File: src/rtl/onehot_dec_pkg.sv
// ---------------------------------------------------------------------------
// onehot_dec_pkg
//   Shared types and helpers for the one-hot decoder controller.
//   - dec_mode_e  : command mode encoding on in_mode.
//   - dec_state_e : controller state encoding.
//   - rotl1       : one-position left rotate over the low 'w' bits of a
//                   MAX_OUT_W-wide vector (bits at and above 'w' return 0).
//   Decoders using rotl1 are limited to SEL_W <= MAX_SEL_W.
// ---------------------------------------------------------------------------
package onehot_dec_pkg;

    localparam int MAX_SEL_W = 6;
    localparam int MAX_OUT_W = 1 << MAX_SEL_W;

    typedef enum logic [1:0] {
        MODE_STATIC = 2'b00,
        MODE_PULSE  = 2'b01,
        MODE_SCAN   = 2'b10,
        MODE_CLEAR  = 2'b11
    } dec_mode_e;

    typedef enum logic [1:0] {
        S_IDLE  = 2'b00,
        S_PULSE = 2'b01,
        S_SCAN  = 2'b10
    } dec_state_e;

    // Rotate left by one within a window of 'w' bits: bit w-1 wraps to bit 0.
    // Shifts are used instead of variable bit-selects to keep index widths
    // out of the picture.
    function automatic logic [MAX_OUT_W-1:0] rotl1(input logic [MAX_OUT_W-1:0] v,
                                                   input int unsigned         w);
        logic [MAX_OUT_W-1:0] wrap;
        logic [MAX_OUT_W-1:0] mask;
        wrap = (v >> (w - 1)) & MAX_OUT_W'(1);
        if (w >= MAX_OUT_W)
            mask = {MAX_OUT_W{1'b1}};
        else
            mask = (MAX_OUT_W'(1) << w) - MAX_OUT_W'(1);
        return ((v << 1) | wrap) & mask;
    endfunction

endpackage

File: src/rtl/onehot_dec.sv
// ---------------------------------------------------------------------------
// onehot_dec
//   Purely combinational binary-to-one-hot map: hot = 1 << sel.
//   Ports:
//     sel : SEL_W-bit binary index (always in range by construction)
//     hot : 2**SEL_W-bit one-hot result
// ---------------------------------------------------------------------------
module onehot_dec
    import onehot_dec_pkg::*;
#(
    parameter int SEL_W = 3
) (
    input  logic [SEL_W-1:0]      sel,
    output logic [(1<<SEL_W)-1:0] hot
);

    always_comb begin
        hot      = '0;
        hot[sel] = 1'b1;
    end

endmodule

File: src/rtl/onehot_decoder_ctl.sv
// ---------------------------------------------------------------------------
// onehot_decoder_ctl
//   Registered binary-to-one-hot decoder with a valid/ready command port and
//   three output modes: static, timed pulse and rotating scan. Every bit of
//   'out' comes straight from a flop, so the select lines are glitch-free.
//
//   Handshake: a command transfers on a rising edge where in_valid and
//   in_ready are both high. in_ready is high only in IDLE; in_valid while
//   in_ready is low is dropped, so the source must hold its command.
//
//   Ports:
//     clk, rst_n : clock, synchronous active-low reset
//     in_valid   : command valid          in_ready : command accepted when high
//     in_sel     : binary index           in_mode  : 00 static, 01 pulse,
//     in_hold    : dwell, lasts hold+1               10 scan, 11 clear
//     in_stop    : abort pulse/scan       out      : registered one-hot select
//     busy       : pulse or scan running
//
//   Build option: ONEHOT_DEC_ACTIVE_LOW_EN makes 'out' one-cold (idle value
//   all-ones). The inversion sits in front of the output register.
//   SEL_W must not exceed onehot_dec_pkg::MAX_SEL_W.
// ---------------------------------------------------------------------------
module onehot_decoder_ctl
    import onehot_dec_pkg::*;
#(
    parameter int SEL_W  = 3,
    parameter int HOLD_W = 8
) (
    input  logic                  clk,
    input  logic                  rst_n,
    input  logic                  in_valid,
    output logic                  in_ready,
    input  logic [SEL_W-1:0]      in_sel,
    input  logic [1:0]            in_mode,
    input  logic [HOLD_W-1:0]     in_hold,
    input  logic                  in_stop,
    output logic [(1<<SEL_W)-1:0] out,
    output logic                  busy
);

    localparam int OUT_W = 1 << SEL_W;

    // Map between the internal active-high "hot" view and the pin polarity.
    // Self-inverse, so it serves both directions.
    function automatic logic [OUT_W-1:0] to_pin(input logic [OUT_W-1:0] hot);
`ifdef ONEHOT_DEC_ACTIVE_LOW_EN
        return ~hot;
`else
        return hot;
`endif
    endfunction

    dec_state_e        state_q, state_d;
    logic [HOLD_W-1:0] cnt_q,   cnt_d;
    logic [HOLD_W-1:0] hold_q,  hold_d;
    logic [OUT_W-1:0]  out_q,   out_d;

    logic [OUT_W-1:0]  dec_hot;
    logic [OUT_W-1:0]  cur_hot;
    logic [OUT_W-1:0]  rot_hot;
    logic [OUT_W-1:0]  hot_d;
    logic              accept;

    onehot_dec #(
        .SEL_W (SEL_W)
    ) u_dec (
        .sel (in_sel),
        .hot (dec_hot)
    );

    assign in_ready = (state_q == S_IDLE);
    assign busy     = (state_q != S_IDLE);
    assign accept   = in_valid && in_ready;
    assign out      = out_q;

    // Current select in active-high form; only feeds next-state logic.
    assign cur_hot  = to_pin(out_q);
    assign rot_hot  = OUT_W'(rotl1(MAX_OUT_W'(cur_hot), OUT_W));

    always_comb begin
        state_d = state_q;
        cnt_d   = cnt_q;
        hold_d  = hold_q;
        hot_d   = cur_hot;

        case (state_q)
            S_IDLE: begin
                if (accept) begin
                    case (dec_mode_e'(in_mode))
                        MODE_STATIC: hot_d = dec_hot;
                        MODE_PULSE: begin
                            hot_d   = dec_hot;
                            cnt_d   = in_hold;
                            state_d = S_PULSE;
                        end
                        MODE_SCAN: begin
                            hot_d   = dec_hot;
                            cnt_d   = in_hold;
                            hold_d  = in_hold;
                            state_d = S_SCAN;
                        end
                        MODE_CLEAR: hot_d = '0;
                        default:    hot_d = '0;
                    endcase
                end
            end

            // Stop is checked first so it wins over expiry in the same cycle.
            S_PULSE: begin
                if (in_stop) begin
                    hot_d   = '0;
                    state_d = S_IDLE;
                end else if (cnt_q != '0) begin
                    cnt_d = cnt_q - HOLD_W'(1);
                end else begin
                    hot_d   = '0;
                    state_d = S_IDLE;
                end
            end

            // Stop is checked first so no rotated value ever reaches 'out'.
            S_SCAN: begin
                if (in_stop) begin
                    hot_d   = '0;
                    state_d = S_IDLE;
                end else if (cnt_q != '0) begin
                    cnt_d = cnt_q - HOLD_W'(1);
                end else begin
                    hot_d = rot_hot;
                    cnt_d = hold_q;
                end
            end

            default: begin
                hot_d   = '0;
                state_d = S_IDLE;
            end
        endcase

        out_d = to_pin(hot_d);
    end

    always_ff @(posedge clk) begin
        if (!rst_n) begin
            state_q <= S_IDLE;
            cnt_q   <= '0;
            hold_q  <= '0;
            out_q   <= to_pin('0);
        end else begin
            state_q <= state_d;
            cnt_q   <= cnt_d;
            hold_q  <= hold_d;
            out_q   <= out_d;
        end
    end

endmodule

File: config.mk
export PLATFORM = sky130hd
export DESIGN_NAME = onehot_decoder_ctl
export DESIGN_NICKNAME = d
export VERILOG_FILES = /design/src/rtl/onehot_dec_pkg.sv /design/src/rtl/onehot_dec.sv /design/src/rtl/onehot_decoder_ctl.sv
export SDC_FILE = /design/constraint.sdc
export NUM_CORES = 1
export LEC_CHECK = 0
export BUFFER_PORTS_ARGS = -buffer_cell sky130_fd_sc_hd__buf_4
export CELL_PAD_IN_SITES_DETAIL_PLACEMENT = 1
export CELL_PAD_IN_SITES_GLOBAL_PLACEMENT = 1
export CORE_ASPECT_RATIO = 0.9
export CORE_MARGIN = 1.5
export CORE_UTILIZATION = 40
export DETAILED_ROUTE_END_ITERATION = 10
export PLACE_DENSITY = 0.76
export SLEW_MARGIN = 10
export SYNTH_ARGS = -nofsm -noshare
export SYNTH_HDL_FRONTEND = slang
export SYNTH_SLANG_ARGS = --single-unit
File: constraint.sdc
create_clock -name clk -period 5.9 [get_ports clk]
set_clock_uncertainty 0.15 [all_clocks]
set_input_delay 0.885 -clock clk [delete_from_list [all_inputs] [get_ports clk]]
set_output_delay 0.885 -clock clk [all_outputs]
set_load 0.03 [all_outputs]
======== After elaboration in Yosys (flattened, before gate mapping) ========
Index checks and enable logic that the tools add are counted.
word-level totals
  register bits after elaboration ......... 26
  latch bits .............................. 0
  RAM bits ................................ 0
  ROM bits ................................ 0
  input bits .............................. 17
  word-level logic and storage cells ...... 57
  memories ................................ 0
cells by class
  add/subtract/negate cells ............... 1
  multiply operators ...................... 0
  divide/modulo/power cells ............... 0
  order comparisons ....................... 2
  eq/ne operators ......................... 14
  shift operators ......................... 0
  muxes and demuxes ....................... 22
  bitwise gates (word level) .............. 1
  reductions and logical operators ........ 13
operators with widths
  kind                 number
  $mux 8               11
  $pmux 8 s3           2
  $pmux 8 s2           1
  $ne 2x2->1 const B   5
  $mux 2               4
  $or 8x1->8           1
  $reduce_bool 8->1    1
  $sub 8x1->8 const B  1
  $eq 2x2->1 const B   3
  $ne 3x3->1 const B   2
  $pmux 2 s3           1
  $reduce_and 3->1     2
  $reduce_and 6->1     1
  $eq 2x1->1 const B   2
  $logic_not 2->1      2
  $lt 3x4->1 const B   1
  $pmux 2 s2           1
  $reduce_and 4->1     1
  $demux 1 s3          1
  $ge 3x1->1 const B   1
  $ne 3x1->1 const B   1
  $reduce_bool 3->1    1
  $reduce_or 3->1      1
  $logic_and 1x1->1    2
  other kinds (4)      4

======== Longest topological paths before layout ========
  depth in word-level cells ............... 7
  mapped depth ............................ 8

======== Cells and area by module ========
A second synthesis with hierarchy kept.
second synthesis, totals
  cell total of the unflattened synthesis .. 188
  area total of the unflattened synthesis .. 1636.6 sq um
modules (own cells, without submodules)
  module              times used  cells each  area each (sq um)
  onehot_decoder_ctl  1           180         1571.5
  onehot_dec          1           8           65.1

======== Least setup slack after synthesis ========
OpenSTA, ideal clock, no wires.
  path type ............................... input-to-reg
  start ................................... in in_mode[0]
  end ..................................... reg cnt_q[7]
  setup time .............................. 0.074 ns
  arrival time ............................ 2.271 ns
  data required time ...................... 5.676 ns
  slack ................................... 3.406 ns
  stages .................................. 8
  buffers on the path ..................... 1
  cell sequence ........................... inv_1 -> ha_1 -> nand2b_1 -> a221oi_2 -> a21boi_2 -> buf_4 -> o211ai_1 -> o22ai_2
on the way
  word-level cells in the longest chain between the ends .. 4
RTL lines
  item                                      RTL line                   RTL
  from (decl)                               onehot_decoder_ctl.sv:34   input logic [1:0] in_mode,
  $eq 2x2->1 or $eq 2x1->1 (tied branches)  onehot_decoder_ctl.sv:89   case (dec_mode_e'(in_mode))
  $reduce_or 2->1 (no source line) *        -
  $ne 2x2->1 (no source line) *             -
  $reduce_and 6->1 (no source line) *       -
  to (signal assigned)                      onehot_decoder_ctl.sv:151  cnt_q <= cnt_d;
  to (decl)                                 onehot_decoder_ctl.sv:54   logic [HOLD_W-1:0] cnt_q, cnt_d;
Mark *: on every way between the ends. The rest lies on a longest branch, timed or not.
A chain may end at the register's enable or synchronous reset.

======== Worst setup path in the final report ========
  start ................................... in in_mode[0]
  end ..................................... reg cnt_q[5]
Same word-level chain as after synthesis.

==> metrics.md <==
| Metric | Value |
|---|---|
| Die height | `about 63 um` |
| Leakage | `just over 0.8 nW` |
| Final WS setup | `3.21 ns` |
| Setup violations, final | `0` |
| Syn Nets | `around 220` |
| Hold Violations, Final | `0` |
| Layout cell share with drive strength beyond 1 | `0.192` |
| Setup crit end kind | `flip-flop` |
| Slew at the pin closest to its max-slew limit | `approximately 0.63 ns` |
| I/O pin cnt | `27` |
| Initial DRC Count | `57` |
| Top Family by Delay on Critical Path | `compound AO/OA/AOI/OAI gates` |
| Synth Register Bits | `26` |
| WS Path Type | `in2reg` |
| Total core area | `between 3000 and 4000 um^2` |
| Max H-tree Level | `1` |
| Multiplexer share of the synthesized area | `0.0195` |
| CTS Buffer Depth | `2` |
| Drt wl/cell | `16.6 um` |
| Data required time of the worst path | `5.93 ns` |
| PortBufs | `26` |
| Mapped Cells | `between 150 and 200` |
| Clk root buf | `clkbuf_8` |
| Power Density | `between 200 and 300 nW/um^2` |
| Vias in the first global route | `between 1500 and 2000` |
| Period utilization | `0.456` |
| Clock transition at path regs | `0.09 ns` |
| Final worst path period need | `2.69 ns` |
| FILL cells | `471` |
| Area grow syn2layout | `17.4%` |
| Adder-Cell Fraction of Synth Area | `0.0624` |
| Final Util | `0.498` |
| Starting Density | `0.424` |
| Vias per cell | `approximately 5.7` |
| Largest net degree at the start of global routing | `33` |
| Mapped Area | `1600 um^2` |
| CTS tree | `built` |
| Crit path cell chain | `buf_4, inv_1, ha_1, nand2b_1, a221oi_2, a21boi_2, o211ai_1, o211a_1` |
| Fraction of registers with async set/reset | `0` |
| Die area | `~4400 um^2` |
| Hold_ws | `between 0.3 and 0.4 ns` |
| Total grt overflow | `0` |
| Total power | `~0.55 mW` |
| Max Cap Violations | `0` |
| DP Wirelength | `approximately 3.3 mm` |
| Via count of the routed design | `~1500` |
| Slowest stage cell, crit path | `a21boi_2` |
| Syn_area_per_cell | `roughly 8.4 um^2` |
| Crit path arrival time | `~2.7 ns` |
| Antenna cell count | `0` |
| First-pass GRT wire length | `approximately 7.4 mm` |
| Simple-gate portion of the synthesized area | `0.207` |
| Startpoint Class | `primary input` |
| RSZ-0062 raised after global routing | `no` |
| GPL Wtd Cong | `approximately 0.84` |
| Largest stage delay on the critical path | `about 0.58 ns` |
| Drt pass-1 iters | `4` |
| Peak VDD IR | `slightly above 0.0002 V` |
| Clock Latency Late Sink | `0.28 ns` |
| # hold bufs at CTS | `0` |
| EDFF count, synth | `0` |
| Fin. max-slew vios | `0` |
| Synth warn | `0` |
| Final net count | `~240` |
| # DRC | `0` |
| GRT Util Overall | `0.211` |
| Antenna viol nets, final | `0` |
| Initial antenna violation count | `0` |
| Maximum fanout along the worst path | `15` |
| Clock Sinks | `26` |
| Compound-cell area share of the yosys netlist | `0.304` |
| Max Clk Rate | `~0.37 GHz` |
| Status | `completed` |
| Post-synthesis xor/xnor area fraction | `0.0218` |
| Post-synth cell types | `between 40 and 50` |
| Hold Crit Class | `reg2reg` |
| Seq/Total Area, Yosys | `0.324` |
| Largest family of logic cells by synthesized area | `compound AO/OA/AOI/OAI gates` |
| Setup TNS | `0 ns` |
| Drt total wl | `approximately 4.3 mm` |
| CTS Buf Count | `3` |
| Dpl ws | `2.92 ns` |
| Setup bufs post-CTS | `0` |
| Num rows | `21` |
| Crit path buf inv count | `2` |
| Slew headroom | `0.576` |
| Primary FF master, synth | `dfxtp_1` |
| Die W | `around 70 um` |
| Cts repair resizes | `0` |
==> power by group <==
group / leakage (nW) / switching [mW] / internal, mW
Clock: 0.0357 / 0.0600 / 0.0910
Sequential: 0.213 / 0.0184 / 0.192
Combinational: 0.561 / 0.110 / 0.0791
Total: 0.810 / 0.189 / 0.362
==> final cells by class <==
| cell class | instances | area [um^2] | area share |
|---|---|---|---|
| Tap cell | 46 | 57.6 | 0.0306 |
| Clock inverter | 1 | 30.0 | 0.0159 |
| Multi-Input combinational cell | 143 | 986 | 0.524 |
| Sequential cell | 26 | 520 | 0.276 |
| Clock buffer | 3 | 41.3 | 0.0219 |
| Timing Repair Buffer | 26 | 195 | 0.104 |
| Inverter | 14 | 52.6 | 0.0279 |
==> path summary, 6_finish.rpt <==
kind	endpoint	cells after the start	start	slack (ns)
max	cnt_q[5]	8	in_mode[0]	3.21
min reg2reg	hold_q[3]	2	hold_q[3]	0.33
max reg2reg	cnt_q[5]	7	state_q[0]	3.23
min	hold_q[3]	2	hold_q[3]	0.33
==> Yosys cell counts, types with 4 or more instances <==
cell      count  share of area
o211a_1       9          0.056
a22oi_1       6          0.028
nor3_1        4          0.012
nand2_1      35          0.082
clkbuf_1      5          0.012
o21ai_1       5          0.016
o211ai_1      6          0.028
nor2_1        7          0.016
a21boi_0      8          0.037
ha_1          8          0.062
o22ai_1       5          0.020
dfxtp_1      26           0.32
inv_1        14          0.033
a21oi_1       6          0.019
==> cell families after synthesis <==
kind of cell / count (synthesis)
compound gates: 62
xor+xnor: 4
fa+ha+maj: 8
buf+inv: 22
flops: 26
mux: 3
simple gates: 66
==> layer usage <==
metal  track usage  vias up  part of all wire
met5             0        -                 0
met3        0.0448        4             0.042
met2         0.364       38              0.49
li1              -      728                 -
met1         0.273      716              0.46
met4        0.0433        0            0.0086
==> metrics by stage <==
step	cells	instance area, um^2
after floorplan	191	1600
after global placement	255	1810
after detailed placement	255	1810
after CTS	259	1880
after global routing	259	1880
final	259	1880
==> state kept, by name, indices dropped and copies added, names as in the netlist <==
signal and cells:
hold_q 8, out 8, state_q 2, cnt_q 8
==> worst register-to-register path, stage by stage, from the launching register on <==
cell and delay [ns]:
dfxtp_1 0.38, inv_1 0.09, ha_1 0.30, or2_1 0.30, a221oi_2 0.34, a21boi_2 0.58
o211ai_1 0.19, o211a_1 0.24
==> layout by cell type (no fill, tap or decap), types with 2 or more instances in the layout <==
master,netlist,layout
nand2b_1,3,3
buf_4,2,26
o21ai_1,5,5
nand3_1,2,2
nor3b_1,3,3
nor3_1,4,4
a32oi_1,2,2
clkbuf_8,0,3
xnor2_1,3,3
nor2b_1,3,3
nand2_1,35,35
o211a_1,9,9
a21oi_1,6,6
a21boi_0,8,8
a22oi_1,6,6
dfxtp_1,26,26
o21ai_0,3,3
o221a_1,3,3
o22ai_1,5,5
ha_1,8,8
mux2i_1,2,2
nor2_1,7,7
a31oi_1,3,3
inv_1,14,14
o211ai_1,6,6
No activity file was read; power rests on OpenSTA's default activity.
